File: config.mk
export PLATFORM = sky130hd
export DESIGN_NAME = dmem_port_arbiter
export DESIGN_NICKNAME = d
export VERILOG_FILES = /design/src/rtl/dmem_port_arbiter.sv
export SDC_FILE = /design/constraint.sdc
export NUM_CORES = 1
export LEC_CHECK = 0
export ABC_AREA = 1
export ABC_CLOCK_PERIOD_IN_PS = 1900
export BUFFER_PORTS_ARGS = -buffer_cell sky130_fd_sc_hd__buf_2
export CAP_MARGIN = 20
export CORE_AREA = 2 2 122 124
export CTS_CLUSTER_DIAMETER = 50
export DETAILED_ROUTE_END_ITERATION = 10
export DIE_AREA = 0 0 124 126
export SLEW_MARGIN = 15
export SYNTH_ARGS = -nofsm -noshare
export SYNTH_HDL_FRONTEND = slang
export SYNTH_SLANG_ARGS = --single-unit
File: constraint.sdc
create_clock -name clk -period 1.9 [get_ports clk]
set_input_delay 0.095 -clock clk [delete_from_list [all_inputs] [get_ports clk]]
set_output_delay 0.095 -clock clk [all_outputs]
set_load 0.01 [all_outputs]
File: src/rtl/dmem_port_arbiter.sv
// dmem_port_arbiter
//   Shares the single data-memory port between the CPU MEM/WB stage and the
//   graphics processor. Round-robin arbitration at transaction boundaries,
//   beat-by-beat sequencing of GP bursts, cpu_stall while the CPU is locked out.
//
// Ports
//   clk, rst                 clock, asynchronous active-low reset
//   cpu_req/addr/we/din      CPU single access (we==0 -> read)
//   cpu_dout, cpu_stall      read data (cycle after issue), hold-request
//   gp_req/addr/len/wr       GP burst request, held until gp_grant
//   gp_wdata                 write data for the current beat
//   gp_grant/wack/rvalid/    burst accepted / write beat consumed /
//   gp_rdata/done            read data valid / read data / burst finished
//   mem_addr/we/re/din       memory port towards the dcache
//   mem_dout, mem_ready      memory read data (1-cycle latency), accept strobe
module dmem_port_arbiter #(
    parameter int BURST_MAX = 8,
    parameter int LEN_W     = 4
) (
    input  logic             clk,
    input  logic             rst,
    input  logic             cpu_req,
    input  logic [31:0]      cpu_addr,
    input  logic [3:0]       cpu_we,
    input  logic [31:0]      cpu_din,
    output logic [31:0]      cpu_dout,
    output logic             cpu_stall,
    input  logic             gp_req,
    input  logic [31:0]      gp_addr,
    input  logic [LEN_W-1:0] gp_len,
    input  logic             gp_wr,
    input  logic [31:0]      gp_wdata,
    output logic             gp_grant,
    output logic             gp_wack,
    output logic             gp_rvalid,
    output logic [31:0]      gp_rdata,
    output logic             gp_done,
    output logic [31:0]      mem_addr,
    output logic [3:0]       mem_we,
    output logic             mem_re,
    output logic [31:0]      mem_din,
    input  logic [31:0]      mem_dout,
    input  logic             mem_ready
);

    typedef enum logic [1:0] {IDLE, GP_BURST, GP_DRAIN} state_t;

    state_t           state_q, state_d;
    logic             last_gp_q, last_gp_d;
    logic [LEN_W-1:0] beat_cnt_q, beat_cnt_d;
    logic [LEN_W-1:0] len_q, len_d;
    logic [31:0]      addr_q, addr_d;
    logic             wr_q, wr_d;
    logic             gp_rvalid_q, gp_rvalid_d;

    // Requests are masked while reset is held so the combinational outputs
    // read all-zero during reset, not just the registered ones.
    logic cpu_req_v, gp_req_v, cpu_sel, gp_sel;

    function automatic logic [LEN_W-1:0] clamp_len(input logic [LEN_W-1:0] l);
        if (l == '0)
            return LEN_W'(1);
        if (l > LEN_W'(BURST_MAX))
            return LEN_W'(BURST_MAX);
        return l;
    endfunction

    always_comb begin
        state_d     = state_q;
        last_gp_d   = last_gp_q;
        beat_cnt_d  = beat_cnt_q;
        len_d       = len_q;
        addr_d      = addr_q;
        wr_d        = wr_q;
        gp_rvalid_d = 1'b0;

        cpu_stall = 1'b0;
        gp_grant  = 1'b0;
        gp_wack   = 1'b0;
        gp_done   = 1'b0;
        mem_addr  = '0;
        mem_we    = '0;
        mem_re    = 1'b0;
        mem_din   = '0;

        cpu_req_v = cpu_req & rst;
        gp_req_v  = gp_req & rst;
        // last_gp_q=1 means GP was served last, so CPU wins a tie.
        cpu_sel   = cpu_req_v & (~gp_req_v | last_gp_q);
        gp_sel    = gp_req_v & (~cpu_req_v | ~last_gp_q);

        unique case (state_q)
            IDLE: begin
                if (cpu_sel) begin
                    mem_addr  = cpu_addr;
                    mem_we    = cpu_we;
                    mem_re    = (cpu_we == 4'h0);
                    mem_din   = cpu_din;
                    cpu_stall = ~mem_ready;
                    if (mem_ready)
                        last_gp_d = 1'b0;
                end else if (gp_sel) begin
                    // Grant cycle only latches the burst; first beat next cycle.
                    gp_grant   = 1'b1;
                    addr_d     = gp_addr;
                    wr_d       = gp_wr;
                    len_d      = clamp_len(gp_len);
                    beat_cnt_d = '0;
                    state_d    = GP_BURST;
                    cpu_stall  = cpu_req_v;
                end
            end
            GP_BURST: begin
                mem_addr  = addr_q;
                mem_we    = wr_q ? 4'hF : 4'h0;
                mem_re    = ~wr_q;
                mem_din   = gp_wdata;
                cpu_stall = cpu_req_v;
                if (mem_ready) begin
                    addr_d      = addr_q + 32'd4;
                    beat_cnt_d  = beat_cnt_q + LEN_W'(1);
                    gp_wack     = wr_q;
                    gp_rvalid_d = ~wr_q;
                    if (beat_cnt_q == len_q - LEN_W'(1))
                        state_d = GP_DRAIN;
                end
            end
            GP_DRAIN: begin
                // Last read beat's data is on mem_dout now (gp_rvalid_q set).
                gp_done   = 1'b1;
                last_gp_d = 1'b1;
                cpu_stall = cpu_req_v;
                state_d   = IDLE;
            end
            default: state_d = IDLE;
        endcase
    end

    always_ff @(posedge clk or negedge rst) begin
        if (!rst) begin
            state_q     <= IDLE;
            last_gp_q   <= 1'b1;
            beat_cnt_q  <= '0;
            len_q       <= '0;
            addr_q      <= '0;
            wr_q        <= 1'b0;
            gp_rvalid_q <= 1'b0;
        end else begin
            state_q     <= state_d;
            last_gp_q   <= last_gp_d;
            beat_cnt_q  <= beat_cnt_d;
            len_q       <= len_d;
            addr_q      <= addr_d;
            wr_q        <= wr_d;
            gp_rvalid_q <= gp_rvalid_d;
        end
    end

    assign gp_rvalid = gp_rvalid_q;
    assign cpu_dout  = mem_dout;
    assign gp_rdata  = mem_dout;

endmodule

==> results.yml <==
run_status:
  status: "complete, no violations"
power_and_ir_drop:
  p_sw_share_pct: 50.20
  power_switching_mw: 4.035
  powerDensity_mw_per_mm2: 1420
  p_leak_nw: 3.082
  p_int_mw: 4.002
  power.total_mw: 8.037
  pwr-share-clk_pct: 10.6
  peakVddDrop_uv: 490.5
  seq_power_share_pct: 23.8
  p_comb_share_pct: 65.6
synthesis:
  syn_nets: 865
  ys_warn_count: 0
  synth_edf_count: 0
  synthTopCellsByCount: "233 x nand2_1, 69 x nand3_1, 68 x buf_4"
  syn_area_per_cell_um2: 6.599
  netlist_instances: 683
  synthTopCellsByArea: "dfrtp_1 24%, nand2_1 19%, buf_4 11%"
  syn_area_mm2: 0.004507
  synthDistinctLibCells: 37
  synth_area_leader_cell: "dfrtp_1"
  synthArstFlopShare_pct: 100.0
  synth_top_area_share_pct: 24.43
  ys_seq_area_share_pct: 25.01
  synth-seq-cells: 45
  synth_flop_cell: "dfrtp_1"
  yosysMostFrequentCell: "nand2_1"
global_routing:
  antenna_found_initial: 0
  grt_pass1_vias: 4481
  track_usage_pct: 19.66
  grt_pass1_wl_mm: 23.90
  gr-total-overflow: 0
  grt_max_degree: 52
finish:
  antenna_cells: 0
  final_util_pct: 39.54
  multi_input_area_mm2: 0.002549
  syn_to_final_growth_pct: 25.57
  regArea_mm2: 0.001129
  final_nets: 1011
  drive_above_1_share_pct: 33.73
  fillers: 1594
min_path:
  hold_path_startpoint: "gp_wr"
  hp-class: "in -> reg"
setup_path:
  crit_path_end_kind: "primary output"
  start_kind: "flop"
  worstPathArrival_ns: 1.70
  crit_fanout: 26
  required_ns: 1.80
  path_class: "reg -> out"
  crit_start: "state_q[0]"
  r2r_start: "state_q[0]"
timing:
  hold_ws_ns: 0.03426
  period_minus_slack_ns: 1.795
  finalClockSkew_ns: 0.003677
  fin_tns_setup_ns: 0
  setup_viol: 0
  worst_slack_ns: 0.1054
  slew_violations: 0
  fin_crit_sh_pct: 94.45
  hold_violations: 0
  relSlewSlack_pct: 64.75
  timing.fmax_mhz: 557.2
  worst_pin_slew_ns: 0.5288
clock_network:
  clock_sinks: 45
  clk_pin_slew_worst_paths_ns: 0.06
  cts_made_buffers: 5
  cts_tree: "done"
  clock_latency_ns: 0.29
  cts_buffer_depth: 2
  cts.htree.levels: 2
  ctsRootBufferMaster: "clkbuf_16"
floorplan:
  fp.dieW_um: 124
  start_util_pct: 31.49
  core_area_mm2: 0.01431
  die_y_um: 126
  die_area_mm2: 0.01562
  fp-row-count: 44
  io_pins: 312
route:
  wl_per_cell_um: 15.85
  routed_wl_mm: 16.07
  num_vias: 4959
  drt_drc_violations_left: 0
  drt-initial-drc-count: 313
  final_antenna_net_count: 0
  via_per_inst: 4.891
  firstDrtPassIters: 5
placed_design:
  place_congestion: 0.8199
  port_buffers: 215
  place_hpwl_mm: 12.19
  pre_cts_ws_ns: 0.09403
flow_run:
  maxCapViolCount: 0
[placed cells by master, fill, tap and decap left out, types with 5 or more instances in the layout]
cell type / count
clkbuf_16: 7
o21ai_1: 5
nand3_1: 69
o21ai_0: 30
xnor2_1: 7
nor2_1: 33
a32o_1: 36
nand2_2: 6
buf_4: 11
nand4_1: 12
inv_2: 7
buf_12: 6
inv_1: 43
ha_1: 6
nand2_1: 232
a21boi_0: 5
buf_2: 214
nor3_1: 6
nor2_2: 8
dfrtp_1: 43
[kinds of logic (layout without fill, tap and decap cells)]
logic type	Yosys count	in the layout	share of synthesized area, %
AOI/OAI and AO/OA	93	93	15.27
xor gates and xnor gates	10	10	1.943
adders and majority gates	8	8	2.221
buffers and inverters	151	298	19.18
DFF	45	45	25.01
and+or+nand+nor	376	376	36.37
[registers in the layout, indices dropped and copies added, names as in the netlist]
| register | count |
|---|---|
| state_q | 2 |
| addr_q | 32 |
| beat_cnt_q | 4 |
| gp_rvalid | 1 |
| last_gp_q | 1 |
| wr_q | 1 |
| len_q | 4 |
[metal layers]
metal / vias up / part of all wire (%) / global-route usage [%]
li1: 2488 / - / -
met4: 0 / 1.7 / 4.957
met3: 27 / 5.9 / 3.125
met5: - / 0 / 0
met2: 173 / 52 / 35.04
met1: 2271 / 41 / 24.47
[power by group through the flow]
| stage | Sequential, mW | Clock, mW | Combinational (mW) |
|---|---|---|---|
| after floorplan | 1.78 | 0 | 3.54 |
| final | 1.91 | 0.850 | 5.28 |
| after global placement | 1.92 | 0 | 5.01 |
| after detailed placement | 1.92 | 0 | 5.05 |
| after global routing | 1.98 | 0.919 | 5.87 |
| after CTS | 1.91 | 0.872 | 5.23 |
[per-stage QoR]
step	std cells	cell area, um^2
after detailed placement	998	5341
after global routing	1014	5659
after global placement	998	5341
after CTS	1009	5544
final	1014	5659
after floorplan	683	4507
[worst max-delay path, cell delays in order, from the launching register on]
cell and delay [ns]:
dfrtp_2 0.44, inv_2 0.11, ha_4 0.19, buf_12 0.18, buf_6 0.16, a21oi_2 0.05
nor3_1 0.11, buf_2 0.16
[path summary, 6_finish.rpt]
kind / to / slack [ns] / depth (start not counted)
min in group asynchronous: addr_q[1] / 0.09 / 3
setup / recovery: cpu_stall / 0.11 / 7
hold reg to reg: last_gp_q / 0.49 / 2
max in group asynchronous: last_gp_q / 1.23 / 3
hold / removal: wr_q / 0.03 / 3
setup reg to reg: addr_q[2] / 0.14 / 10
[timing repair]
action	in CTS	in global routing
hold endpoints to repair	5	0
pin swaps	0	2
endpoints found under the setup margin	23	49
hold buffers	2	0
gates cloned	1	2
setup buffers	0	3
resized for setup	4	13
[final cells by class]
type                    instances  share of cell area (%)
repair buffers                240                   25.23
inverters                      50                   3.316
well taps                     184                   4.068
clock buffers                   8                   2.410
multi-input cells             487                   45.04
flip-flops and latches         45                   19.94
No activity file was read; power rests on OpenSTA's default activity.
